`src/rtl/mem_rd_stream.sv`:
```
// Read-side sequencer: walks an address range on the block-RAM read port and streams words out.
// Optional MEM_RD_STREAM_STRIDE_EN adds a per-command address stride input.
module mem_rd_stream #(
  parameter int WIDTH = 32,
  parameter int DEPTH = 512,
  localparam int AW = $clog2(DEPTH),
  localparam int LW = AW + 1
) (
  input  logic             clkA,
  input  logic             rst,
  input  logic             start,
  input  logic [AW-1:0]    base_addr,
  input  logic [LW-1:0]    length,
`ifdef MEM_RD_STREAM_STRIDE_EN
  input  logic [AW-1:0]    stride,
`endif
  output logic             busy,
  output logic             done,
  output logic             enB,
  output logic [AW-1:0]    addrB,
  input  logic [WIDTH-1:0] doutB,
  output logic [WIDTH-1:0] m_tdata,
  output logic             m_tvalid,
  input  logic             m_tready,
  output logic             m_tlast
);

  typedef enum logic [1:0] {S_IDLE, S_RUN, S_DRAIN, S_ZERO} state_t;

  localparam logic [LW-1:0] DEPTH_W = LW'(DEPTH);

  state_t           state, state_nxt;
  logic [AW-1:0]    addr, step, step_in;
  logic [LW-1:0]    reads_left, beats_left;
  logic [LW-1:0]    addr_sum, addr_wrap;
  logic             rd_pend;
  logic [WIDTH-1:0] fifo [2];
  logic             wr_ptr, rd_ptr;
  logic [1:0]       count;
  logic [2:0]       occ;
  logic             accept, pop, issue, last_hs;

`ifdef MEM_RD_STREAM_STRIDE_EN
  assign step_in = stride;
`else
  assign step_in = AW'(1);
`endif

  assign accept   = start && (state == S_IDLE);
  assign m_tvalid = (count != 2'd0);
  assign m_tdata  = fifo[rd_ptr];
  assign m_tlast  = m_tvalid && (beats_left == LW'(1));
  assign pop      = m_tvalid && m_tready;
  assign last_hs  = pop && m_tlast;
  assign busy     = (state != S_IDLE);

  // Words buffered plus the one possibly in flight must leave room for the new read.
  assign occ   = {1'b0, count} + {2'b00, rd_pend} - {2'b00, pop};
  assign issue = (state == S_RUN) && (occ < 3'd2) && (reads_left != '0);
  assign enB   = issue;
  assign addrB = addr;

  assign addr_sum  = {1'b0, addr} + {1'b0, step};
  assign addr_wrap = (addr_sum >= DEPTH_W) ? (addr_sum - DEPTH_W) : addr_sum;

  always_comb begin
    state_nxt = state;
    case (state)
      S_IDLE:  if (accept) state_nxt = (length == '0) ? S_ZERO : S_RUN;
      S_RUN:   if (issue && (reads_left == LW'(1))) state_nxt = S_DRAIN;
      S_DRAIN: if (last_hs) state_nxt = S_IDLE;
      S_ZERO:  state_nxt = S_IDLE;
      default: state_nxt = S_IDLE;
    endcase
  end

  always_ff @(posedge clkA) begin
    if (rst) begin
      state      <= S_IDLE;
      done       <= 1'b0;
      addr       <= '0;
      step       <= '0;
      reads_left <= '0;
      beats_left <= '0;
      rd_pend    <= 1'b0;
      fifo[0]    <= '0;
      fifo[1]    <= '0;
      wr_ptr     <= 1'b0;
      rd_ptr     <= 1'b0;
      count      <= 2'd0;
    end else begin
      state   <= state_nxt;
      done    <= ((state == S_DRAIN) && last_hs) || (accept && (length == '0));
      rd_pend <= issue;
      if (accept) begin
        addr       <= base_addr;
        step       <= step_in;
        reads_left <= length;
        beats_left <= length;
      end else begin
        if (issue) begin
          addr       <= AW'(addr_wrap);
          reads_left <= reads_left - LW'(1);
        end
        if (pop) beats_left <= beats_left - LW'(1);
      end
      if (rd_pend) begin
        fifo[wr_ptr] <= doutB;
        wr_ptr       <= ~wr_ptr;
      end
      if (pop) rd_ptr <= ~rd_ptr;
      count <= count + {1'b0, rd_pend} - {1'b0, pop};
    end
  end

endmodule

```
`config.mk`:
```
export PLATFORM = sky130hd
export DESIGN_NAME = mem_rd_stream
export DESIGN_NICKNAME = d
export VERILOG_FILES = /design/src/rtl/mem_rd_stream.sv
export SDC_FILE = /design/constraint.sdc
export NUM_CORES = 1
export LEC_CHECK = 0
export BUFFER_PORTS_ARGS = -buffer_cell sky130_fd_sc_hd__buf_2
export CAP_MARGIN = 20
export CORE_MARGIN = 2
export CORE_UTILIZATION = 24
export DETAILED_ROUTE_END_ITERATION = 8
export GPL_TIMING_DRIVEN = 0
export PLACE_DENSITY = 0.45
export SLEW_MARGIN = 10
export SYNTH_ARGS = -nofsm -noshare
export SYNTH_HDL_FRONTEND = slang
export SYNTH_SLANG_ARGS = --single-unit
```
`constraint.sdc`:
```
create_clock -name clkA -period 5.4 [get_ports clkA]
set_input_delay 0.27 -clock clkA [delete_from_list [all_inputs] [get_ports clkA]]
set_output_delay 0.27 -clock clkA [all_outputs]
set_load 0.02 [all_outputs]
```
== Word level (Yosys, flattened, before mapping) ==
Memories as Yosys holds them, arrays and structs flattened. A register that Yosys moved wholly into a read port is not among the register bits.
Index checks and enable logic that the tools add are counted.

* Memories: 1
* Output and inout port bits: 46
* Memory bits (writable): 64
* Input bits: 55
* Register bits: 38
* Logic and storage cells: 72

{| class="wikitable"
|+ Memories
! name !! words !! bits a word !! rd ports !! clocked after Yosys merged registers in !! wr ports !! RTL line !! source
|-
| fifo || 2 || 32 || 1 || 1 || 2 || 37 || <nowiki>logic [WIDTH-1:0] fifo [2];</nowiki>
|}

* $add $sub $neg: 8
* Eq/ne operators: 8
* $lt $le $gt $ge: 2
* Reduce and logical (&&, ||, !) cells: 19
* Bitwise gates (word level): 2
* Mux-type cells: 22

{| class="wikitable"
|+ Operator list
! operator !! count
|-
| $mux W10 || 4
|-
| $mux W32 || 1
|-
| $reduce_or A32 Y1 || 1
|-
| $mux W9 || 3
|-
| $eq A10 B1 Y1 const B || 2
|-
| $sub A10 B1 Y10 const B || 2
|-
| $add A9 B1 Y10 || 1
|-
| $ge A10 B10 Y1 const B || 1
|-
| $logic_not A10 Y1 || 1
|-
| $reduce_bool A10 Y1 || 1
|-
| $logic_and A1 B1 Y1 || 9
|-
| $mux W1 || 9
|-
| $sub A9 B1 Y9 const B || 1
|-
| $mux W2 || 4
|-
| $pmux W2 S4 || 1
|-
| $reduce_bool A2 Y1 || 4
|-
| $eq A2 B2 Y1 const B || 2
|-
| $ne A2 B2 Y1 const B || 2
|-
| $add A2 B1 Y3 || 1
|-
| $lt A3 B2 Y1 const B || 1
|-
| $reduce_and A3 Y1 || 1
|-
| $sub A3 B1 Y3 || 1
|-
| $add A2 B1 Y2 || 1
|-
| $eq A2 B1 Y1 const B || 1
|-
| 5 further kinds || 6
|}

== Depth between registers and ports, before layout ==
Gate-level depths: netlist of run 1.

* Depth after elaboration: 9
* Mapped depth: 12
* Depth with buffers taken out: 10

== Least setup slack after synthesis of run 1 ==
OpenSTA, ideal clock, no wires.

* Path kind: reg2reg
* Start point: register count[1]
* End point: register addr[3], in the netlist addrB[3]
* Library setup time: 0.103 ns
* Period minus slack after synthesis: 2.915 ns
* Data required time: 5.297 ns
* Setup slack: 2.485 ns
* Cell stages (with the launch flop): 12
* Arrival time: 2.811 ns
* Path buffers: 2
* Cell sequence: dfxtp_1 > o21a_1 > buf_2 > ha_1 > inv_1 > ha_1 > fa_1 > or3b_1 > clkbuf_1 > o21ai_2 > o211ai_1 > a2111oi_2

* Longest elaborated chain between the ends: 7
* Elaborated cells on any way between the ends: 8
* Those cells by class: 2 x add/sub; 1 x order compare; 5 x reduce/logical

{| class="wikitable"
|+ Ends and longest elaborated chain
! what !! RTL line !! source
|-
| start: declaration || 39 || <nowiki>logic [1:0] count;</nowiki>
|-
| start signal: assignment || 112 || <nowiki>count <= count + {1'b0, rd_pend} - {1'b0, pop};</nowiki>
|-
| $reduce_bool A2 Y1 || 50 || <nowiki>assign m_tvalid = (count != 2'd0);</nowiki>
|-
| $logic_and A1 B1 Y1 || 53 || <nowiki>assign pop = m_tvalid && m_tready;</nowiki>
|-
| via pop || 41 || <nowiki>logic accept, pop, issue, last_hs;</nowiki>
|-
| $sub A3 B1 Y3 || 58 || <nowiki>assign occ = {1'b0, count} + {2'b00, rd_pend} - {2'b00, pop};</nowiki>
|-
| via occ[1] || 40 || <nowiki>logic [2:0] occ;</nowiki>
|-
| $lt A3 B2 Y1 || 59 || <nowiki>assign issue = (state == S_RUN) && (occ < 3'd2) && (reads_left != '0);</nowiki>
|-
| $logic_and A1 B1 Y1 (2 in series) || 59 ||
|-
| $reduce_bool A2 Y1 (no source line) || -- ||
|-
| end signal: assignment || 96 || <nowiki>addr <= base_addr;</nowiki>
|-
| end signal: assignment || 102 || <nowiki>addr <= AW'(addr_wrap);</nowiki>
|-
| end: declaration || 33 || <nowiki>logic [AW-1:0] addr, step, step_in;</nowiki>
|}

The timed path passes the listed nets, and every way through them passes these cells.
A chain may end at the register's enable or synchronous reset.

== Worst setup path after layout of run 1 ==
* Start point: register count[1]
* End point: output enB

* Longest elaborated chain between the ends: 6
* Elaborated cells on any way between the ends: 7
* Those cells by class: 2 x add/sub; 1 x order compare; 4 x reduce/logical

{| class="wikitable"
|+ Ends and longest elaborated chain
! what !! RTL line !! source
|-
| $reduce_bool A2 Y1 || 50 ||
|-
| $logic_and A1 B1 Y1 || 53 ||
|-
| via pop || 41 ||
|-
| $sub A3 B1 Y3 || 58 ||
|-
| via occ[1] || 40 ||
|-
| $lt A3 B2 Y1 || 59 ||
|-
| $logic_and A1 B1 Y1 (2 in series) || 59 ||
|-
| end: declaration || 19 || <nowiki>output logic enB,</nowiki>
|}

The timed path passes the listed nets, and every way through them passes these cells.

==> results of run 1 <==
## cell families after synthesis
family	synth area share (%)
xor+xnor	2.23
fa+ha+maj	2.38
simple gates	22.6
flops	53.5
buf+inv	3.54
compound gates	8.44
mux	7.35
## per-layer routing
| metal | track usage, % | up-vias |
|---|---|---|
| met5 | 0 | - |
| met4 | 3.81 | 0 |
| met3 | 3.79 | 20 |
| met2 | 21.2 | 123 |
| met1 | 16.4 | 1883 |
| li1 | - | 1865 |
## cells in the final DEF (no fill, tap or decap), types with 14 or more instances in the layout
cell type / count
dfxtp_1: 39
mux2_2: 32
nand3_1: 14
edfxtp_1: 64
clkbuf_1: 16
buf_2: 105
nor2_1: 32
nand2_1: 14
and2_1: 65
## worst min-delay path by stage
stage | startpoint | end | slack, ns
floorplan | length[6] | reads_left[6] | 0.42
global placement | step[0] | step[0] | 0.47
detailed placement | step[0] | step[0] | 0.48
CTS | base_addr[6] | addrB[6] | 0.17
global route | doutB[3] | fifo[1][3] | 0.19
finish | base_addr[6] | addrB[6] | 0.18
## sequential cells by signal (all words and copies together), names as in the netlist, named ones only
signal,count
fifo,64
beats_left,10
reads_left,10
addrB,9
count,2
state,2
done,1
rd_pend,1
rd_ptr,1
step,1
wr_ptr,1
## per-stage QoR
stage	instance area, sq um	hold slack, ns
final	6190	0.177
after floorplan	5060	0.420
after global placement	5900	0.473
after global routing	6190	0.190
after CTS	6190	0.167
after detailed placement	5920	0.482
## cell type report
class,count,area (sq um),share of cell area [%]
plain buffers,28,134,2.16
clock buffers,9,225,3.64
clock inverters,6,45.0,0.727
inverters,12,45.0,0.727
multi-input cells,306,2180,35.1
flip-flops and latches,103,2700,43.6
well taps,275,344,5.56
repair buffers,101,520,8.41
## critical path, stage by stage, from the launching register on
cell      delay, ns
dfxtp_1        0.44
o21a_1         0.25
buf_2          0.28
ha_1           0.27
inv_1          0.05
ha_1           0.14
fa_1           0.47
or3b_1         0.37
clkbuf_1       0.22
nor2_4         0.21
nand2_1        0.15
inv_1          0.22
buf_2          0.21
## report_power, final
group          switching [mW]  internal (mW)
Combinational           0.584          0.372
Clock                   0.305          0.313
Sequential             0.0835          0.973
Total                   0.972           1.66
==> results.yml, run 1 <==
run_status:
  run_status: "completed"
timing:
  slew_viol_final: 0
  tightest_slew_ns: 0.888
  fin_crit_ns: 3.92
  slew_headroom_pct: 40.8
  setup_ws_ns: 1.48
  rsz0062_at_grt: "false"
  fin_crit_sh_pct: 72.6
  finalSetupViolations: 0
  hold_violations: 0
  setup-tns-final_ns: 0
  skew_ns: 0.00610
  fmax_mhz: 255
cts:
  cts_resized: 0
  post_cts_buffers: 0
  clock-sinks: 103
  cts_root_buf: "clkbuf_16"
  hold_buffers: 0
  htreeDepth: 3
  numCtsBuffers: 9
  cts_tree: "yes"
  clk_pin_slew_ns: 0.07
  worstSkewPairLatency_ns: 0.35
  cts_max_path_buffers: 2
placement:
  pre_cts_slack_ns: 1.87
  gp_congestion: 0.796
  hpwlAfterDp_microns: 9960
  dp_cells: 825
  portBuffers: 100
power:
  power.density_nw_per_um2: 425
  peakVddDrop_mv: 0.167
  report.power.total_mw: 2.63
  leakagePower_nw: 2.41
global_routing:
  grt_pass1_wl_microns: 21700
  grt_overflow_total: 0
  track_usage_pct: 12.9
  grt_pass1_vias: 3940
  grt_max_degree: 33
  grt_antenna_before_repair: 0
finish:
  drive_above_1_share_pct: 30.1
  syn_to_final_growth_pct: 22.5
  fillers: 2188
  nNetsFinal: 625
  final_util_pct: 29.7
  n_antenna_cell: 0
  final_cells: 840
detailed_routing:
  via_per_inst: 4.63
  wirelength_microns: 14000
  highest_layer: "met4"
  dr.pass1.iters: 4
  wl_met2_microns: 6700
  drt_iter0_drc: 259
  avgRoutedWirePerCell_microns: 16.7
  drc: 0
  via_count: 3891
  wl_met1_microns: 6200
  postRouteAntennaNets: 0
  wl_met3_microns: 839
die:
  io_pins: 101
  dieHeight_microns: 149
  fp.dieArea_sq_um: 22200
  dieWidth_microns: 149
  row_count: 53
  coreArea_sq_um: 20800
  initial_core_util_pct: 24.3
worst_hold_path:
  holdPathStages: 3
  hold_path_class: "input port to flip-flop"
setup_path:
  r2r-start: "count[1]"
  path_class: "flip-flop to output port"
  reg2reg_depth: 12
  required_ns: 5.13
  crit_start: "count[1]"
  r2r_end: "reads_left[1]"
  rrSetupSlack_ns: 2.02
  end_kind: "output port"
  crit_fanout: 10
  setup.worst_path.start_class: "flip-flop"
  cp-endpoint: "enB"
  cp.arrival_ns: 3.65
synthesis:
  syn_area_per_cell_sq_um: 11.3
  yosysMostFrequentCell: "and2_1"
  yosysTopAreaCellShare_pct: 38.0
  synth_cell_types: 59
  synth_nets: 513
  synthArstFlopShare_pct: 0
  syn-cell-area_sq_um: 5060
  syn-instance-count: 449
  yosysWarnings: 0
  ys_ff_latch: 103
  yosysSeqAreaShare_pct: 53.5
  post_synth_most_frequent_cells: "and2_1, edfxtp_1, dfxtp_1"
  synth_enable_flop_cells: 64
  synth_area_leaders: "edfxtp_1, dfxtp_1, and2_1"
  synthFlopType: "edfxtp_1"
  synth.largest_area_cell: "edfxtp_1"
flow_run:
  cap_viol_max_count: 0
No activity file was read; power rests on OpenSTA's default activity.
==> inputs of run 2 (changes only) <==
--- a/config.mk
+++ b/config.mk
@@ -5,13 +5,14 @@
 export SDC_FILE = /design/constraint.sdc
 export NUM_CORES = 1
 export LEC_CHECK = 0
+export ABC_AREA = 1
 export BUFFER_PORTS_ARGS = -buffer_cell sky130_fd_sc_hd__buf_2
 export CAP_MARGIN = 20
 export CORE_MARGIN = 2
 export CORE_UTILIZATION = 24
 export DETAILED_ROUTE_END_ITERATION = 8
 export GPL_TIMING_DRIVEN = 0
-export PLACE_DENSITY = 0.45
+export PLACE_DENSITY = 0.47
 export SLEW_MARGIN = 10
 export SYNTH_ARGS = -nofsm -noshare
 export SYNTH_HDL_FRONTEND = slang
==> constraint.sdc (replaced) <==
create_clock -name clkA -period 3.4 [get_ports clkA]
set_input_delay 0.17 -clock clkA [delete_from_list [all_inputs] [get_ports clkA]]
set_output_delay 0.17 -clock clkA [all_outputs]
set_load 0.02 [all_outputs]
==> results.yml, run 2 <==
global_routing:
  grt_overflow_total: 0
  grt_antenna_before_repair: 0
  grt_pass1_vias: 3808
  grt_pass1_wl_microns: 20100
  grt_max_degree: 27
  track_usage_pct: 11.7
timing:
  rsz0062_at_grt: "false"
  hold_violations: 0
  finalSetupViolations: 0
  fin_crit_sh_pct: 92.4
  setup-tns-final_ns: 0
  tightest_slew_ns: 0.654
  skew_ns: 0.00989
  fmax_mhz: 318
  fin_crit_ns: 3.14
  slew_headroom_pct: 56.4
  slew_viol_final: 0
detailed_routing:
  via_per_inst: 4.18
  postRouteAntennaNets: 0
  dr.pass1.iters: 4
  drc: 0
  via_count: 3951
  avgRoutedWirePerCell_microns: 13.5
  wirelength_microns: 12800
  drt_iter0_drc: 212
synthesis:
  synthAdderAreaFrac_pct: 2.36
  ys_ff_latch: 103
  yosysSeqAreaShare_pct: 53.1
  synth_compound_area_share_pct: 5.14
  post_synth_most_frequent_cells: "nor2_1, nand2_1, inv_1"
  synth_nets: 618
  synth.largest_area_cell: "edfxtp_1"
  yosysMostFrequentCell: "nor2_1"
  synthFlopType: "edfxtp_1"
  synth_cell_types: 38
  syn-instance-count: 554
  synthArstFlopShare_pct: 0
  synth.mux.area_fraction_pct: 7.08
  synth-simple-area-share_pct: 21.1
  syn_area_per_cell_sq_um: 9.19
  yosysTopAreaCellShare_pct: 37.7
  synthXorXnorAreaFrac_pct: 2.41
  synth_enable_flop_cells: 64
  yosysWarnings: 0
  syn-cell-area_sq_um: 5090
  synth_area_leaders: "edfxtp_1, dfxtp_1, nor2_1"
  synth_top_family_by_area: "simple AND/OR/NAND/NOR gates"
setup_path:
  r2r_end: "reads_left[7]"
  setup.worst_path.start_class: "flip-flop"
  crit_fanout: 10
  path_class: "flip-flop to output port"
  cp.arrival_ns: 2.97
  rrSetupSlack_ns: 0.57
  r2r-start: "count[1]"
  required_ns: 3.23
  end_kind: "output port"
  reg2reg_depth: 19
  crit_start: "count[1]"
cts:
  cts_tree: "yes"
  cts_max_path_buffers: 2
  clk_pin_slew_ns: 0.07
  cts_root_buf: "clkbuf_16"
  worstSkewPairLatency_ns: 0.35
  post_cts_buffers: 0
  htreeDepth: 3
  clock-sinks: 103
  numCtsBuffers: 9
power:
  report.power.total_mw: 4.24
  peakVddDrop_mv: 0.271
  power.density_nw_per_um2: 678
  leakagePower_nw: 2.88
die:
  dieHeight_microns: 150
  dieWidth_microns: 150
  coreArea_sq_um: 20900
  io_pins: 101
  initial_core_util_pct: 24.4
  fp.dieArea_sq_um: 22400
  row_count: 53
finish:
  regArea_sq_um: 2700
  max_flop_register: "fifo"
  n_antenna_cell: 0
  reg_top3: "fifo: 64 flops, beats_left: 10 flops, reads_left: 10 flops"
  nNetsFinal: 731
  drive_above_1_share_pct: 27.9
  syn_to_final_growth_pct: 22.9
  final_common_cell: "buf_2"
  multi_input_area_sq_um: 1950
  final_cell_mix: "buf_2, nor2_1, nand2_1"
  fillers: 2255
  largest_reg_flops: 64
worst_hold_path:
  min_from: "rst"
  holdPathStages: 2
  hold_path_class: "input port to flip-flop"
  hold_end: "beats_left[0]"
placement:
  hpwlAfterDp_microns: 9140
  gp_congestion: 0.811
  portBuffers: 100
flow_run:
  cap_viol_max_count: 0
run_status:
  run_status: "completed"
[run 2: per-stage QoR]
| step | area [sq um] | worst slack [ns] | hold slack [ns] | util (%) | std cells |
|---|---|---|---|---|---|
| finish | 6260 | 0.260 | 0.0696 | 29.9 | 946 |
| global route | 6260 | 0.0514 | 0.0802 | 29.9 | 946 |
| CTS | 6250 | 0.129 | 0.0494 | 29.9 | 946 |
| detailed placement | 5980 | 0.488 | 0.425 | 28.6 | 931 |
| global placement | 5940 | 0.480 | 0.431 | 28.4 | 929 |
| floorplan | 5090 | 0.769 | 0.239 | - | 554 |
[run 2: per-layer routing]
layer / routed length, microns / GRT usage, %
met1: 6300 / 16.2
met4: 151 / 3.86
met5: 0 / 0
met2: 5640 / 18.6
met3: 680 / 1.92
[run 2: final cells by class]
| cell class | instances | area share, % |
|---|---|---|
| flip-flops and latches | 103 | 43.2 |
| inverters | 81 | 4.90 |
| plain buffers | 21 | 2.26 |
| clock buffers | 10 | 3.66 |
| repair buffers | 102 | 8.64 |
| clock inverters | 5 | 0.700 |
| well taps | 275 | 5.50 |
| multi-input cells | 349 | 31.1 |
[run 2: cell families (layout without fill, tap and decap cells)]
group           Yosys count  after routing
simple gates            251            251
flops                   103            103
buf+inv                 102            219
compound gates           43             43
mux                      32             32
xor+xnor                 14             14
fa+ha+maj                 9              9
[run 2: what timing repair did]
item	in CTS	in global routing
gates resized for setup	0	1
hold buffers	0	0
setup endpoints to repair	0	1
endpoints found under the hold margin	0	0
[run 2: power breakdown]
| part | leakage (nW) | switching, mW | internal, mW |
|---|---|---|---|
| combinational | 1.77 | 1.02 | 0.610 |
| sequential | 0.983 | 0.112 | 1.51 |
| clock | 0.127 | 0.486 | 0.501 |
| total | 2.88 | 1.62 | 2.62 |
[run 2: how the worst max path moves through the flow]
stage	end	slack, ns	depth (start not counted)
3_3_place_gp	fifo[0][25]	0.48	6
6_report	enB	0.26	15
4_1_cts	enB	0.13	15
5_1_grt	enB	0.05	15
3_5_place_dp	reads_left[7]	0.49	19
2_1_floorplan	reads_left[8]	0.77	19
[run 2: worst max-delay path, stage by stage, from the launching register on]
cell	delay [ns]
dfxtp_1	0.32
inv_1	0.09
nand2_1	0.14
nand2_2	0.16
inv_1	0.11
ha_1	0.28
inv_1	0.04
ha_1	0.19
fa_1	0.44
inv_1	0.10
nand2_2	0.07
nor2_4	0.15
nand2_4	0.11
inv_2	0.08
buf_6	0.15
buf_2	0.17
